**src/rtl/fetch_unit_g7_if.sv**
```systemverilog
`default_nettype none
// ============================================================================
//  Module   : fetch_unit_g7_if
//  Purpose  : Bundles the instruction-memory request/response channel and the
//             decode-side instruction channel of the fetch unit.
//  Ports    : master - the fetch unit (drives imem_req/imem_addr and the if_*
//                      outputs, receives grant/response/ready/redirect)
//             slave  - the environment (memory + decode + branch unit)
//  Revision : 1.0 - initial release
// ============================================================================
interface fetch_unit_g7_if;
    logic        imem_req;
    logic [31:0] imem_addr;
    logic        imem_gnt;
    logic        imem_rvalid;
    logic [31:0] imem_rdata;
    logic        if_valid;
    logic [31:0] if_instr;
    logic [31:0] if_pc;
    logic [6:0]  if_opcode;
    logic        if_illegal;
    logic        if_ready;
    logic        redirect;
    logic [31:0] redirect_pc;

    modport master (
        output imem_req, imem_addr,
        input  imem_gnt, imem_rvalid, imem_rdata,
        output if_valid, if_instr, if_pc, if_opcode, if_illegal,
        input  if_ready, redirect, redirect_pc
    );

    modport slave (
        input  imem_req, imem_addr,
        output imem_gnt, imem_rvalid, imem_rdata,
        input  if_valid, if_instr, if_pc, if_opcode, if_illegal,
        output if_ready, redirect, redirect_pc
    );
endinterface
`default_nettype wire

```
**src/rtl/fetch_unit_g7.sv**
```systemverilog
`default_nettype none
// ============================================================================
//  Module   : fetch_unit_g7
//  Purpose  : Instruction fetch front end. Issues word-aligned fetch requests
//             under a credit rule that bounds in-flight plus buffered words
//             to DEPTH, buffers returned words with their PC in a FIFO and
//             presents the head entry to decode. A redirect flushes the FIFO
//             and marks every in-flight response for discard.
//  Ports    : clk   - clock, rising edge
//             rst_n - asynchronous active-low reset
//             bus   - fetch_unit_g7_if.master (imem_* request/response,
//                     if_* decode channel, redirect/redirect_pc)
//  Revision : 1.0 - initial release
// ============================================================================
module fetch_unit_g7 #(
    parameter logic [31:0] RESET_PC = 32'h0000_0000,
    parameter int          DEPTH    = 4
) (
    input  wire logic           clk,
    input  wire logic           rst_n,
    fetch_unit_g7_if.master     bus
);

    localparam int c_AW = $clog2(DEPTH);
    localparam int c_CW = c_AW + 1;
    localparam logic [c_CW:0] c_DEPTH = DEPTH[c_CW:0];

    localparam logic [6:0] c_OP_R    = 7'b0110011;
    localparam logic [6:0] c_OP_ADDI = 7'b0010011;
    localparam logic [6:0] c_OP_LOAD = 7'b0000011;
    localparam logic [6:0] c_OP_S    = 7'b0100011;
    localparam logic [6:0] c_OP_B    = 7'b1100011;

    logic [31:0]     r_fetch_pc;
    logic [31:0]     r_ret_pc;
    logic [c_CW-1:0] r_outst;
    logic [c_CW-1:0] r_discard;
    logic [c_CW-1:0] r_count;
    logic [c_AW-1:0] r_rd_ptr;
    logic [c_AW-1:0] r_wr_ptr;
    logic [31:0]     r_buf_pc    [DEPTH];
    logic [31:0]     r_buf_instr [DEPTH];

    logic            w_valid;
    logic            w_pop;
    logic [c_CW:0]   w_credit_used;
    logic            w_req;
    logic            w_gnt;
    logic            w_keep;
    logic [c_CW-1:0] w_outst_next;
    logic [31:0]     w_redir_pc;
    logic [31:0]     w_head_instr;
    logic [6:0]      w_head_op;
    logic            w_unused_ok;

    assign w_valid = (r_count != '0);
    assign w_pop   = w_valid & bus.if_ready;

    // Credits: words in flight plus words buffered, less the one leaving this
    // cycle, must leave room for one more; this is what keeps the FIFO from
    // ever overflowing. Gated by rst_n so no request escapes during reset.
    assign w_credit_used = {1'b0, r_outst} + {1'b0, r_count} - {{c_CW{1'b0}}, w_pop};
    assign w_req         = rst_n & ~bus.redirect & (w_credit_used < c_DEPTH);
    assign w_gnt         = w_req & bus.imem_gnt;

    // A response is kept only when nothing is pending discard and no redirect
    // is flushing the path in this same cycle.
    assign w_keep       = bus.imem_rvalid & (r_discard == '0) & ~bus.redirect;
    assign w_outst_next = r_outst + c_CW'(w_gnt) - c_CW'(bus.imem_rvalid);
    assign w_redir_pc   = {bus.redirect_pc[31:2], 2'b00};
    assign w_unused_ok  = &{1'b0, bus.redirect_pc[1:0]};

    always_ff @(posedge clk or negedge rst_n) begin
        if (!rst_n) begin
            r_fetch_pc <= RESET_PC;
            r_ret_pc   <= RESET_PC;
            r_outst    <= '0;
            r_discard  <= '0;
            r_count    <= '0;
            r_rd_ptr   <= '0;
            r_wr_ptr   <= '0;
        end else begin
            r_outst <= w_outst_next;
            if (bus.redirect) begin
                // Every word still owed by memory after this edge belongs to
                // the old path; earlier pending discards are already included.
                r_discard  <= w_outst_next;
                r_fetch_pc <= w_redir_pc;
                r_ret_pc   <= w_redir_pc;
                r_count    <= '0;
                r_rd_ptr   <= '0;
                r_wr_ptr   <= '0;
            end else begin
                if (bus.imem_rvalid && (r_discard != '0)) begin
                    r_discard <= r_discard - c_CW'(1);
                end
                if (w_gnt) begin
                    r_fetch_pc <= r_fetch_pc + 32'd4;
                end
                if (w_keep) begin
                    r_ret_pc <= r_ret_pc + 32'd4;
                    r_wr_ptr <= r_wr_ptr + c_AW'(1);
                end
                if (w_pop) begin
                    r_rd_ptr <= r_rd_ptr + c_AW'(1);
                end
                r_count <= r_count + c_CW'(w_keep) - c_CW'(w_pop);
            end
        end
    end

    always_ff @(posedge clk) begin
        if (w_keep) begin
            r_buf_pc[r_wr_ptr]    <= r_ret_pc;
            r_buf_instr[r_wr_ptr] <= bus.imem_rdata;
        end
    end

    // Head outputs are forced to zero when empty so reset and flushed states
    // present clean values to decode.
    assign w_head_instr = w_valid ? r_buf_instr[r_rd_ptr] : 32'h0;
    assign w_head_op    = w_head_instr[6:0];

    assign bus.imem_req   = w_req;
    assign bus.imem_addr  = r_fetch_pc;
    assign bus.if_valid   = w_valid;
    assign bus.if_instr   = w_head_instr;
    assign bus.if_pc      = w_valid ? r_buf_pc[r_rd_ptr] : 32'h0;
    assign bus.if_opcode  = w_head_op;
    assign bus.if_illegal = w_valid & ~((w_head_op == c_OP_R)    |
                                        (w_head_op == c_OP_ADDI) |
                                        (w_head_op == c_OP_LOAD) |
                                        (w_head_op == c_OP_S)    |
                                        (w_head_op == c_OP_B));

endmodule
`default_nettype wire
```
**src/flat_wrapper.sv**
```systemverilog
// flat-port wrapper written by rule: the top's interface ports become plain ports
module fetch_unit_g7_flat 
#(
    parameter logic [31:0] RESET_PC = 32'h0000_0000,
    parameter int          DEPTH    = 4
)
  (clk, rst_n, bus_imem_req, bus_imem_addr, bus_imem_gnt, bus_imem_rvalid, bus_imem_rdata, bus_if_valid, bus_if_instr, bus_if_pc, bus_if_opcode, bus_if_illegal, bus_if_ready, bus_redirect, bus_redirect_pc);
  fetch_unit_g7_if bus_i ();
  input  wire logic clk;
  input  wire logic rst_n;
  output wire logic [$bits(bus_i.imem_req)-1:0] bus_imem_req;
  output wire logic [$bits(bus_i.imem_addr)-1:0] bus_imem_addr;
  input wire logic [$bits(bus_i.imem_gnt)-1:0] bus_imem_gnt;
  input wire logic [$bits(bus_i.imem_rvalid)-1:0] bus_imem_rvalid;
  input wire logic [$bits(bus_i.imem_rdata)-1:0] bus_imem_rdata;
  output wire logic [$bits(bus_i.if_valid)-1:0] bus_if_valid;
  output wire logic [$bits(bus_i.if_instr)-1:0] bus_if_instr;
  output wire logic [$bits(bus_i.if_pc)-1:0] bus_if_pc;
  output wire logic [$bits(bus_i.if_opcode)-1:0] bus_if_opcode;
  output wire logic [$bits(bus_i.if_illegal)-1:0] bus_if_illegal;
  input wire logic [$bits(bus_i.if_ready)-1:0] bus_if_ready;
  input wire logic [$bits(bus_i.redirect)-1:0] bus_redirect;
  input wire logic [$bits(bus_i.redirect_pc)-1:0] bus_redirect_pc;
  assign bus_imem_req = bus_i.imem_req;
  assign bus_imem_addr = bus_i.imem_addr;
  assign bus_i.imem_gnt = bus_imem_gnt;
  assign bus_i.imem_rvalid = bus_imem_rvalid;
  assign bus_i.imem_rdata = bus_imem_rdata;
  assign bus_if_valid = bus_i.if_valid;
  assign bus_if_instr = bus_i.if_instr;
  assign bus_if_pc = bus_i.if_pc;
  assign bus_if_opcode = bus_i.if_opcode;
  assign bus_if_illegal = bus_i.if_illegal;
  assign bus_i.if_ready = bus_if_ready;
  assign bus_i.redirect = bus_redirect;
  assign bus_i.redirect_pc = bus_redirect_pc;
  fetch_unit_g7 #(.RESET_PC(RESET_PC), .DEPTH(DEPTH)) u_core (.clk(clk), .rst_n(rst_n), .bus(bus_i));
endmodule
```
**config.mk**
```make
export PLATFORM = sky130hd
export DESIGN_NAME = fetch_unit_g7_flat
export DESIGN_NICKNAME = d
export VERILOG_FILES = /design/src/rtl/fetch_unit_g7_if.sv /design/src/rtl/fetch_unit_g7.sv /design/src/flat_wrapper.sv
export SDC_FILE = /design/constraint.sdc
export NUM_CORES = 1
export LEC_CHECK = 0
export CAP_MARGIN = 15
export CORE_ASPECT_RATIO = 0.6
export CORE_UTILIZATION = 50
export CTS_CLUSTER_DIAMETER = 40
export DETAILED_ROUTE_END_ITERATION = 7
export PLACE_DENSITY = 0.79
export SYNTH_ARGS = -nofsm -noshare
export SYNTH_HDL_FRONTEND = slang
export SYNTH_SLANG_ARGS = --single-unit
```
**constraint.sdc**
```tcl
create_clock -name clk -period 3.42 [get_ports clk]
set_clock_uncertainty 0.1 [all_clocks]
set_input_delay 0.513 -clock clk [delete_from_list [all_inputs] [get_ports clk]]
set_output_delay 0.513 -clock clk [all_outputs]
set_load 0.05 [all_outputs]
```
==> results of run 1 <==
[Yosys cell counts (all sizes together), types with 2 or more instances]
| cell | count |
|---|---|
| nor2 | 39 |
| or3 | 6 |
| inv | 29 |
| nor2b | 63 |
| nor4 | 10 |
| ha | 15 |
| nand3 | 17 |
| nand2 | 33 |
| a21o | 3 |
| or4 | 5 |
| o31a | 10 |
| a21boi | 9 |
| nor3 | 18 |
| mux2 | 17 |
| o21a | 2 |
| o2111ai | 5 |
| dfrtp | 73 |
| edfxtp | 248 |
| mux4 | 62 |
| o21ai | 12 |
| o31ai | 6 |
| and4 | 5 |
| nand4 | 10 |
| mux2i | 3 |
| xnor2 | 33 |
| nor4b | 4 |
| o211ai | 4 |
| clkbuf | 33 |
| a31oi | 10 |
| xor2 | 10 |
| a21oi | 13 |
| and3 | 14 |
| a211oi | 8 |
| o311a | 2 |
| fa | 2 |
| buf | 19 |
| nand2b | 13 |
[worst paths after layout]
path | start | endpoint | slack [ns]
worst min register to register | u_core.r_outst[2]$_DFF_PN0_ | u_core.r_outst[2]$_DFF_PN0_ | 0.44
max in group asynchronous | rst_n | u_core.r_rd_ptr[0]$_DFFE_PN0P_ | 2.36
min in group clk | bus_redirect | u_core.r_count[2]$_DFF_PN0_ | 0.21
worst max register to register | u_core.r_count[1]$_DFF_PN0_ | u_core.r_discard[2]$_DFFE_PN0P_ | 0.36
worst min-delay path | rst_n | u_core.r_ret_pc[11]$_DFFE_PN0N_ | 0.13
worst max-delay path | u_core.r_count[1]$_DFF_PN0_ | bus_imem_req | 0.09
[layout by cell type (no fill, tap or decap), types with 10 or more instances in the layout]
| cell | synthesis | final |
|---|---|---|
| dfrtp_1 | 73 | 71 |
| xnor2_1 | 33 | 33 |
| o21ai_0 | 11 | 11 |
| mux2_2 | 17 | 17 |
| dlygate4sd2_1 | 0 | 53 |
| nor3_1 | 18 | 17 |
| edfxtp_1 | 248 | 248 |
| and3_1 | 14 | 10 |
| inv_1 | 28 | 27 |
| o31a_1 | 10 | 10 |
| clkbuf_16 | 0 | 35 |
| nor2_1 | 39 | 38 |
| xor2_1 | 10 | 10 |
| buf_12 | 0 | 12 |
| a21oi_1 | 13 | 13 |
| mux4_2 | 62 | 62 |
| nor2b_1 | 63 | 63 |
| a31oi_1 | 10 | 10 |
| nand2_1 | 33 | 33 |
| nor4_1 | 10 | 10 |
| nand3_1 | 17 | 17 |
| nand2b_1 | 13 | 13 |
| buf_4 | 11 | 23 |
| ha_1 | 15 | 15 |
| clkdlybuf4s50_1 | 0 | 100 |
[logic make-up (layout without fill, tap and decap cells)]
kind of cell,count (synthesis),in the layout,synth area share
DFF,321,321,0.672
and+or+nand+nor,242,242,0.0974
AOI/OAI and AO/OA,87,87,0.0444
muxes,82,82,0.117
buffers and inverters,81,285,0.0251
xor gates and xnor gates,43,43,0.0273
adders and majority gates,17,17,0.0165
other,1,4,0.000272
[where the power goes]
group	internal, W	leakage, nW	switching [W]
clock network	0.00217	0.532	0.00144
registers	0.00446	3.08	0.000257
logic	0.00172	2.54	0.00325
total	0.00835	6.15	0.00495
[through the flow]
stage               hold slack (ns)  TNS, ns   util  total power [W]  instance area (µm²)
finish                        0.129        0  0.642           0.0133                17200
global route                  0.198  -0.0721  0.642           0.0138                17200
CTS                           0.165        0  0.640           0.0134                17100
detailed placement            0.400        0  0.601          0.00997                16100
global placement              0.412        0  0.601          0.00990                16100
floorplan                     0.117        0      -          0.00830                13800
[sequential cells by signal, summed over array words and instances (netlist names)]
signal                count
u_core.r_buf_instr      128
u_core.r_ret_pc          30
u_core.r_count            3
u_core.bus.imem_addr     30
u_core.r_buf_pc         120
u_core.r_outst            3
u_core.r_rd_ptr           2
u_core.r_wr_ptr           2
u_core.r_discard          3
[area by class of cell]
cell class / instances / area, µm² / area share
clock buffers: 41 / 908 / 0.0529
clock inverters: 16 / 191 / 0.0111
inverters: 29 / 109 / 0.00634
multi-input cells: 475 / 4230 / 0.246
flip-flops and latches: 321 / 9280 / 0.540
well taps: 360 / 450 / 0.0262
repair buffers: 199 / 2010 / 0.117
[metal layers]
| layer | track usage | wire length (µm) | vias up | share of wire |
|---|---|---|---|---|
| li1 | - | - | 3721 | - |
| met1 | 0.317 | 13700 | 4152 | 0.45 |
| met2 | 0.352 | 14200 | 265 | 0.47 |
| met3 | 0.0481 | 2060 | 35 | 0.068 |
| met4 | 0.0460 | 491 | 0 | 0.016 |
| met5 | 0 | 0 | - | 0 |
[repair_timing]
action / 4_1_cts / 5_1_grt
setup buffers: 1 / 1
setup endpoints to repair: 59 / 10
gates resized for setup: 54 / 10
==> results.txt, run 1 <==
The dominant cell type by area after synthesis was edfxtp_1. Critical setup path kind: reg -> out. Traced cell by cell, the critical path runs through inv_1, ha_1, inv_1, ha_1, and2_1, a2111oi_4, buf_4, nor2_1, nor2_2, buf_12. Input and output buffers added on the ports amount to 169. The share of flip-flops with an asynchronous set or reset after synthesis works out to 0.227. The clock-pin slew on the worst setup and hold paths is 0.06 ns.

In this run the horizontal extent of the chip is 217 µm. The time the final worst path needs with I/O delays and setup was 3.33 ns. The post-route clock period utilization works out to 0.974. Buffers inserted to repair hold after CTS numbered 0.

In this run the remaining antenna-violating nets after routing total 0. Buffers inserted during clock tree synthesis total 31. Netlist area before placement: 13800 µm². For the worst relative slew slack, the log shows 0.331. The post-synthesis to final-layout area growth came out at 24.4%. Of all nets on the critical path, the largest fanout is 3. The repair_antennas step left the layout with diodes totalling 0.

Setup repair after global routing could not meet its margin everywhere. The maximum clock frequency was 300 MHz; the count of mapped cells out of synthesis was 874. No sink is reached through more buffers than the 3 on the longest clock path. At the end of the flow, the number of nets in the layout was 1144.

The depth of the worst register-to-register path was 15. The clock reaches the later pin of the worst-skew pair after 0.56 ns. The tools report the routability congestion estimate from global placement as 0.828. The tools report the number of distinct library cell variants in the gate-level netlist after synthesis as 51. The area of the core region is 26800 µm², and the final count of pins violating max slew is 0. The floorplan step defined a die boundary enclosing 28300 µm².

The sequential fraction of the synthesis area is 0.672. Critical path startpoint category: a flop. The number of antenna violations at the first check in global routing is 0, and the total of endpoints with negative setup slack in the final report is 0. In the post-synthesis netlist, the biggest area contributors are edfxtp_1 (54%), dfrtp_1 (13%), mux4_2 (10%). The max capacitance violation total came out at 0. The transition time at the pin with the least slew margin is 1.00 ns.

Clock tree synthesis found a total of 321 sinks. The tools report the endpoint class of the critical path as an output pin. The number of buffers and inverters on the critical path is 4. After detailed placement, the design holds a cell count of 1382. The per-cell via count in the routed design is 5.67, and the endpoint required time on the critical path is 2.81 ns.

The critical path crosses 10 cells after its start point. The number of flops mapped to enable cells by yosys came out at 248. The number of detailed-route iterations in the first pass came out at 6.

Data on the critical path arrives at its endpoint at 2.72 ns. The all-layer global routing usage is 0.221, and the pre-CTS worst setup slack is 0.0976 ns. For the post-detailed-placement half-perimeter wirelength, the log shows 19900 µm. Entering global routing, the biggest net connects 76 pins.

The number of global-route vias before repair was 8263; the number of standard cells in the layout, taps in and fillers out was 1441. The worst-case IR drop observed on VDD is 0.564 mV. The number of top-level pins is 176. The layout has 1920 filler cells.

The commonest register cell after synthesis is edfxtp_1. The first routing iteration left 626 violations. The logs give 0.516 for the starting density of the core and 47200 µm for the global-route wire length before repair. For the final hold violation count, the log shows 0. The standard-cell row count is 46, and the post-detailed-route wirelength per cell is 21.1 µm.

The worst hold path belongs to the class in -> async. The maximum cell stage delay along the critical path was 0.42 ns. Each instance of the synthesized netlist takes up on average 15.8 µm². In this run, synthesis produced a sequential element count of 321. The flow ran to the end, and the final reports show no timing, DRC or antenna violations.

Fraction of layout instances using a drive strength above 1: 0.163. Portion of synthesized cell area occupied by the leading cell type: 0.540. TritonCTS built the clock tree.

The number of levels the H-tree was split into is 1. The tools report the overall routed net length as 30500 µm. The slowest stage cell on the critical path was dfrtp_1. For the leakage power, the log shows 6.15 nW.

The total vias in the final route came out at 8173. The setup slack after layout is 0.0899 ns. Grouping stages by cell kind, the critical path spends the most delay in adder cells. The total grt overflow was 0; the vertical extent of the die was 131 µm. The remaining routing DRC violations was 0. Yosys printed 0 warnings. Power spread over the standard cell area amounts to 775 nW/µm². CTS placed an instance of clkbuf_16 at the clock tree root.
No activity file was read; power rests on OpenSTA's default activity.
==> run 2: changes to the inputs <==
--- a/config.mk
+++ b/config.mk
@@ -10,6 +10,7 @@
 export CORE_UTILIZATION = 50
 export CTS_CLUSTER_DIAMETER = 40
 export DETAILED_ROUTE_END_ITERATION = 7
+export MAX_ROUTING_LAYER = met4
 export PLACE_DENSITY = 0.79
 export SYNTH_ARGS = -nofsm -noshare
 export SYNTH_HDL_FRONTEND = slang
==> run 2 against run 1 <==
Register-to-register slack about the same. Die area unchanged. Cell area unchanged. Final cell count unchanged. Sequential share of layout area unchanged. Via count about the same. Worst setup slack about the same. Count of clock-buffer cells in the layout unchanged. Highest routed layer unchanged. Largest power group unchanged. Critical path depth unchanged. Fmax about the same.
==> results.txt, run 2 (synthesis gave the netlist of run 1 again) <==
The run finished with clean final reports. TritonCTS built the clock tree. The tools report the final hold slack as 0.129 ns (about the same). The critical setup path kind was reg -> out (unchanged). The tools report the origin of the critical flop-to-flop path as u_core.r_count[1]$_DFF_PN0_ (unchanged). The maximum clock frequency came out at 300 MHz (about the same). The kind of cell adding the most delay to the critical path is adder cells (unchanged).

The final cell area excluding filler cells came out at 17200 µm² (unchanged). The critical path startpoint category is a flop (unchanged). Worst-path maximum fanout: 3 (unchanged). The run gives 0.0898 ns (was 0.0899 ns) as the setup slack after layout. The number of global-route vias before repair came out at 8242 (was 8263). The tools report the total grt overflow as 0 (unchanged).

Setup repair after global routing could not meet its margin everywhere. The most common cell after layout, fill and taps aside is edfxtp_1 (unchanged). The tools report the hold buffer count at CTS as 0 (unchanged). The number of detailed-route iterations in the first pass was 5 (was 6).

The total of fill cells in the finished design is 1920 (unchanged). Port buffer count: 169 (unchanged). The post-route clock period utilization was 0.974 (about the same); the clock-pin slew on the worst setup and hold paths was 0.06 ns (about the same). The transition time at the pin with the least slew margin is 1.01 ns (was 1.00 ns). The tools report the library cell used as clock root buffer as clkbuf_16 (unchanged). The pin count of the biggest net entering global routing was 76 (unchanged).

The tools report the iteration-0 DRC count of the detailed router as 639 (was 626). The die area came out at 28300 µm² (unchanged). For the number of sinks driven by the clock tree, the log shows 321 (unchanged).

The global-route wire length before repair is 47300 µm (was 47200 µm), and the TritonCTS buffer count is 31 (unchanged). The post-detailed-route wirelength per cell was 21.2 µm (was 21.1 µm); the power density of the placed cells was 775 nW/µm² (about the same). For the number of top-level pins, the log shows 176 (unchanged).

Final count of pins violating max slew: 0 (unchanged). The run gives 26800 µm² (unchanged) as the area of the core region. The leakage power was 6.15 nW (unchanged); the worst-skew pair later-pin latency was 0.56 ns (about the same). The number of nets in the finished design was 1144 (unchanged); the number of levels the H-tree was split into was 1 (unchanged). The fraction of layout instances using a drive strength above 1 was 0.163 (unchanged).

The starting density of the core was 0.516 (unchanged); the final antenna-violating net count was 0 (unchanged). The top register by number of flip-flops is u_core.r_buf_instr (unchanged). The number of flip-flops under the largest register name came out at 128 (unchanged).

The run gives 0 (unchanged) as the remaining routing DRC violations. For the final hold violation count, the log shows 0 (unchanged). The run gives 19900 µm (unchanged) as the post-detailed-placement half-perimeter wirelength. The pre-CTS worst setup slack came out at 0.0976 ns (unchanged). Most frequent cells in the layout: edfxtp_1 (248), clkdlybuf4s50_1 (100), dfrtp_1 (71), nor2b_1 (63), mux4_2 (62) (unchanged). The total instance count after detailed placement was 1382 (unchanged).

The arrival time at the worst endpoint was 2.72 ns (about the same); the flop-to-flop setup slack was 0.36 ns (about the same). The number of antenna violations at the first check in global routing is 0 (unchanged), and the number of standard cells in the layout, taps in and fillers out is 1441 (unchanged). The time the final worst path needs with I/O delays and setup came out at 3.33 ns (about the same). The total of endpoints with negative setup slack in the final report came out at 0 (unchanged). The routability congestion estimate from global placement came out at 0.840 (was 0.828). The launch point of the worst path is u_core.r_count[1]$_DFF_PN0_ (unchanged). Depth of the worst register-to-register path: 15 (unchanged). The critical register-to-register path endpoint is u_core.r_discard[2]$_DFFE_PN0P_ (unchanged). The per-cell via count in the routed design is 5.67 (about the same), and the vertical extent of the die is 131 µm (unchanged). Sum of buffers and inverters on the critical path: 4 (unchanged). Type of the tightest min-delay check: in -> async (unchanged).

The slowest stage cell on the critical path was dfrtp_1 (unchanged). The post-synthesis to final-layout area growth came out at 24.4% (unchanged). The endpoint required time on the critical path was 2.81 ns (about the same). The worst supply voltage drop on vdd was 0.563 mV (was 0.564 mV); the maximum cell stage delay along the critical path was 0.41 ns (was 0.42 ns). The all-layer global routing usage is 0.228 (was 0.221), and the max capacitance violation total is 0 (unchanged). The run gives 3 (unchanged) as the buffer levels on the longest clock path. The endpoint class of the critical path is an output pin (unchanged). The logs give 0 (unchanged) for the number of antenna diodes and 8165 (was 8173) for the total vias in the final route. The standard-cell row count came out at 46 (unchanged).

The overall routed net length is 30600 µm (was 30500 µm). Cell-by-cell trace of the critical path: inv_1, ha_1, inv_1, ha_1, and2_1, a2111oi_4, buf_4, nor2_1, nor2_2, buf_12 (unchanged). Biggest registers after layout: u_core.r_buf_instr x128, u_core.r_buf_pc x120 (unchanged).

Post-place instance area: 16100 µm² (unchanged). X dimension of the die: 217 µm (unchanged). The worst relative slew slack came out at 0.327 (was 0.331). The final total negative setup slack is 0 ns (unchanged).
==> run 2: cell counts in the layout (fill, tap and decap cells not counted) <==
Identical to the previous run, type by type.
==> run 2: repair_timing <==
action | CTS | global route
setup endpoints to repair | 59 | 10
gates resized for setup | 54 | 10
setup buffers | 1 | 1
==> run 2: per-layer routing <==
metal | vias up | share of wire | GRT usage
li1 | 3712 | - | -
met1 | 4142 | 0.45 | 0.320
met2 | 279 | 0.46 | 0.352
met3 | 32 | 0.068 | 0.0468
met4 | 0 | 0.016 | 0.0460
met5 | - | 0 | -
==> run 2: final cells by class <==
cell class              instances  area (µm²)  share of cell area
inverters                      29         109             0.00634
flip-flops and latches        321        9280               0.540
clock inverters                16         191              0.0111
multi-input cells             475        4230               0.246
well taps                     360         450              0.0262
clock buffers                  41         908              0.0529
repair buffers                199        2010               0.117
==> run 2: worst max-delay path by stage <==
stage | end | slack [ns] | depth (start not counted)
final | bus_imem_req | 0.09 | 10
after global routing | bus_imem_req | -0.07 | 10
after CTS | bus_if_pc[12] | 0.003 | 4
after detailed placement | u_core.r_discard[2]$_DFFE_PN0P_ | 0.1 | 14
after global placement | u_core.r_discard[2]$_DFFE_PN0P_ | 0.13 | 14
after floorplan | bus_if_illegal | 0.10 | 4
==> run 2: where the power goes <==
| part | switching [W] | internal [W] | leakage (nW) |
|---|---|---|---|
| clock network | 0.00144 | 0.00217 | 0.532 |
| registers | 0.000258 | 0.00446 | 3.08 |
| logic | 0.00326 | 0.00172 | 2.54 |
| total | 0.00496 | 0.00835 | 6.15 |
==> run 2: per-stage QoR <==
| stage | utilization | total power (W) |
|---|---|---|
| 2_1_floorplan | - | 0.00830 |
| 3_3_place_gp | 0.601 | 0.00990 |
| 3_5_place_dp | 0.601 | 0.00997 |
| 4_1_cts | 0.640 | 0.0134 |
| 5_1_grt | 0.642 | 0.0139 |
| 6_report | 0.642 | 0.0133 |
==> run 3: changes to the inputs <==
--- a/config.mk
+++ b/config.mk
@@ -5,10 +5,12 @@
 export SDC_FILE = /design/constraint.sdc
 export NUM_CORES = 1
 export LEC_CHECK = 0
+export ABC_AREA = 0
 export CAP_MARGIN = 15
 export CORE_ASPECT_RATIO = 0.6
 export CORE_UTILIZATION = 50
-export CTS_CLUSTER_DIAMETER = 40
+export CTS_CLUSTER_DIAMETER = 30
+export CTS_CLUSTER_SIZE = 24
 export DETAILED_ROUTE_END_ITERATION = 7
 export MAX_ROUTING_LAYER = met4
 export PLACE_DENSITY = 0.79
==> run 3 against run 2 <==
Wire length increased by 0.56%. Worst setup slack worse by 0.0060 ns. Non-clock buffer count down 1. Sequential power hardly changed. Final cell count up 1.5%. Cell area increased by 2.6%. Register-to-register slack gained 0.03 ns. Combinational power increased by 1%. Global-route usage increased by 0.39 points.
==> results.txt, run 3 (synthesis gave the netlist of run 1 again) <==
The standard-cell row count is 46 (unchanged), and the vertical extent of the die is 131 µm (unchanged). The tools report the critical path startpoint category as a flop (unchanged). The top register by number of flip-flops was u_core.r_buf_instr (unchanged). Most frequent cells in the layout: edfxtp_1 (248), clkdlybuf4s50_1 (104), dfrtp_1 (70), nor2b_1 (63), mux4_2 (62) (was edfxtp_1 (248), clkdlybuf4s50_1 (100), dfrtp_1 (71), nor2b_1 (63), mux4_2 (62)). The number of flip-flops under the largest register name works out to 128 (unchanged). The number of levels the H-tree was split into was 2 (was 1); the post-detailed-route wirelength per cell was 21.0 µm (was 21.2 µm). The total of endpoints with negative setup slack in the final report came out at 0 (unchanged). The final hold violation count was 0 (unchanged); the number of antenna violations at the first check in global routing was 2 (was 0). The clock-pin slew on the worst setup and hold paths is 0.06 ns (about the same). The final total negative setup slack is 0 ns (unchanged), and the worst-skew pair later-pin latency is 0.54 ns (was 0.56 ns). Pre-CTS worst setup slack: 0.0976 ns (unchanged). The tools report the die area as 28300 µm² (unchanged).

The run gives 176 (unchanged) as the number of top-level pins. Cell-by-cell trace of the critical path: buf_12, mux4_2, nor2b_1, clkdlybuf4s50_1 (was inv_1, ha_1, inv_1, ha_1, and2_1, a2111oi_4, buf_4, nor2_1, nor2_2, buf_12). The slowest stage cell on the critical path is clkdlybuf4s50_1 (was dfrtp_1). The overall routed net length was 30800 µm (was 30600 µm). The run gives 0 (unchanged) as the remaining routing DRC violations.

The endpoint required time on the critical path was 2.81 ns (about the same). The tools report the library cell used as clock root buffer as clkbuf_16 (unchanged). The total vias in the final route came out at 8211 (was 8165). The maximum cell stage delay along the critical path works out to 0.73 ns (was 0.41 ns).

The TritonCTS buffer count is 42 (was 31). The critical setup path kind is reg -> out (unchanged). The area of the core region is 26800 µm² (unchanged), and the port buffer count is 169 (unchanged). The number of nets in the finished design was 1154 (was 1144). For the starting density of the core, the log shows 0.516 (unchanged). The hold buffer count at CTS is 0 (unchanged), and the worst relative slew slack is 0.318 (was 0.327).

The tools report the post-detailed-placement half-perimeter wirelength as 19900 µm (unchanged). The logs give 76 (unchanged) for the pin count of the biggest net entering global routing and 2.72 ns (about the same) for the arrival time at the worst endpoint. The worst-path maximum fanout was 22 (was 3); the post-synthesis to final-layout area growth was 27.6% (was 24.4%). TritonCTS built the clock tree.

The worst supply voltage drop on vdd was 0.636 mV (was 0.563 mV). Power density of the placed cells: 811 nW/µm² (was 775 nW/µm²). Setup repair after global routing could not meet its margin everywhere.

Biggest registers after layout: u_core.r_buf_instr x128, u_core.r_buf_pc x120 (unchanged). The logs give 0.232 (was 0.228) for the all-layer global routing usage and 0 (unchanged) for the final count of pins violating max slew. The number of global-route vias before repair came out at 8433 (was 8242).

The logs give 0 (unchanged) for the max capacitance violation total and 6.50 nW (was 6.15 nW) for the leakage power. For the iteration-0 DRC count of the detailed router, the log shows 645 (was 639). The kind of cell adding the most delay to the critical path was buffers and inverters (was adder cells). The routability congestion estimate from global placement is 0.840 (unchanged), and the fraction of layout instances using a drive strength above 1 is 0.182 (was 0.163).

The x dimension of the die was 217 µm (unchanged); the number of detailed-route iterations in the first pass was 5 (unchanged). The tools report the endpoint class of the critical path as an output pin (unchanged). The logs give 0 (unchanged) for the total grt overflow and 0 (unchanged) for the final antenna-violating net count. The per-cell via count in the routed design is 5.62 (was 5.67). Time the final worst path needs with I/O delays and setup: 3.34 ns (was 3.33 ns).

The run finished with clean final reports. For the final hold slack, the log shows 0.147 ns (was 0.129 ns). The most common cell after layout, fill and taps aside was edfxtp_1 (unchanged). The logs give 300 MHz (about the same) for the maximum clock frequency and 3 (unchanged) for the buffer levels on the longest clock path. The post-route clock period utilization came out at 0.975 (was 0.974). Transition time at the pin with the least slew margin: 1.02 ns (was 1.01 ns).

The type of the tightest min-delay check is in -> async (unchanged). The tools report the setup slack after layout as 0.0838 ns (was 0.0898 ns). The number of sinks driven by the clock tree came out at 321 (unchanged). The sum of buffers and inverters on the critical path was 2 (was 4); the global-route wire length before repair was 47900 µm (was 47300 µm).
## run 3: cell types whose count changed in the layout (fill, tap and decap cells not counted), sizes merged
cell and change:
clkdlybuf4s50 +4, diode +1, inv +4, clkinvlp +3
dlygate4sd2 -21, buf -1, clkbuf +10, dlymetal6s2s +17
clkinv +4
## run 3: what timing repair did
item                                    in CTS  in global routing
resized for setup                           32                 29
endpoints found under the setup margin      34                 34
gates cloned                                 0                  0
buffers inserted                             1                  0
## run 3: final timing paths
kind | start | to | slack, ns | cells past startpoint
max reg2reg | u_core.r_count[1]$_DFF_PN0_ | u_core.r_discard[2]$_DFFE_PN0P_ | 0.39 | 15
min in group clk | bus_redirect | u_core.r_rd_ptr[1]$_DFFE_PN0P_ | 0.24 | 2
max in group asynchronous | rst_n | u_core.r_rd_ptr[0]$_DFFE_PN0P_ | 2.29 | 2
min reg2reg | u_core.r_outst[2]$_DFF_PN0_ | u_core.r_outst[2]$_DFF_PN0_ | 0.42 | 1
max | u_core.r_rd_ptr[0]$_DFFE_PN0P_ | bus_if_instr[15] | 0.08 | 4
min | rst_n | u_core.r_ret_pc[9]$_DFFE_PN0N_ | 0.15 | 2
## run 3: layer usage
layer	vias to the layer above	global-route usage	part of all wire
li1	3754	-	-
met1	4127	0.321	0.45
met2	280	0.349	0.46
met3	50	0.0498	0.070
met4	0	0.0742	0.020
met5	-	-	0
## run 3: where the power goes
part           leakage, nW  switching, W  internal [W]
Clock                0.711       0.00171       0.00281
Sequential            3.08      0.000257       0.00446
Combinational         2.72       0.00324       0.00180
Total                 6.50       0.00521       0.00907
## run 3: cell type report
class / instances / area [µm²]
antenna: 1 / 2.50
clock inverter: 27 / 289
clock buffer: 51 / 1190
multi-input combinational: 475 / 4230
fill: 1860 / 9150
tap: 360 / 450
inverter: 29 / 109
sequential: 321 / 9280
timing repair buffer: 198 / 2070
## run 3: through the flow
stage | area [µm²] | util | std cells | total power (W)
after floorplan | 13800 | - | 877 | 0.00830
after global placement | 16100 | 0.601 | 1382 | 0.00990
after detailed placement | 16100 | 0.601 | 1382 | 0.00997
after CTS | 17500 | 0.655 | 1461 | 0.0144
after global routing | 17600 | 0.658 | 1462 | 0.0149
final | 17600 | 0.658 | 1462 | 0.0143
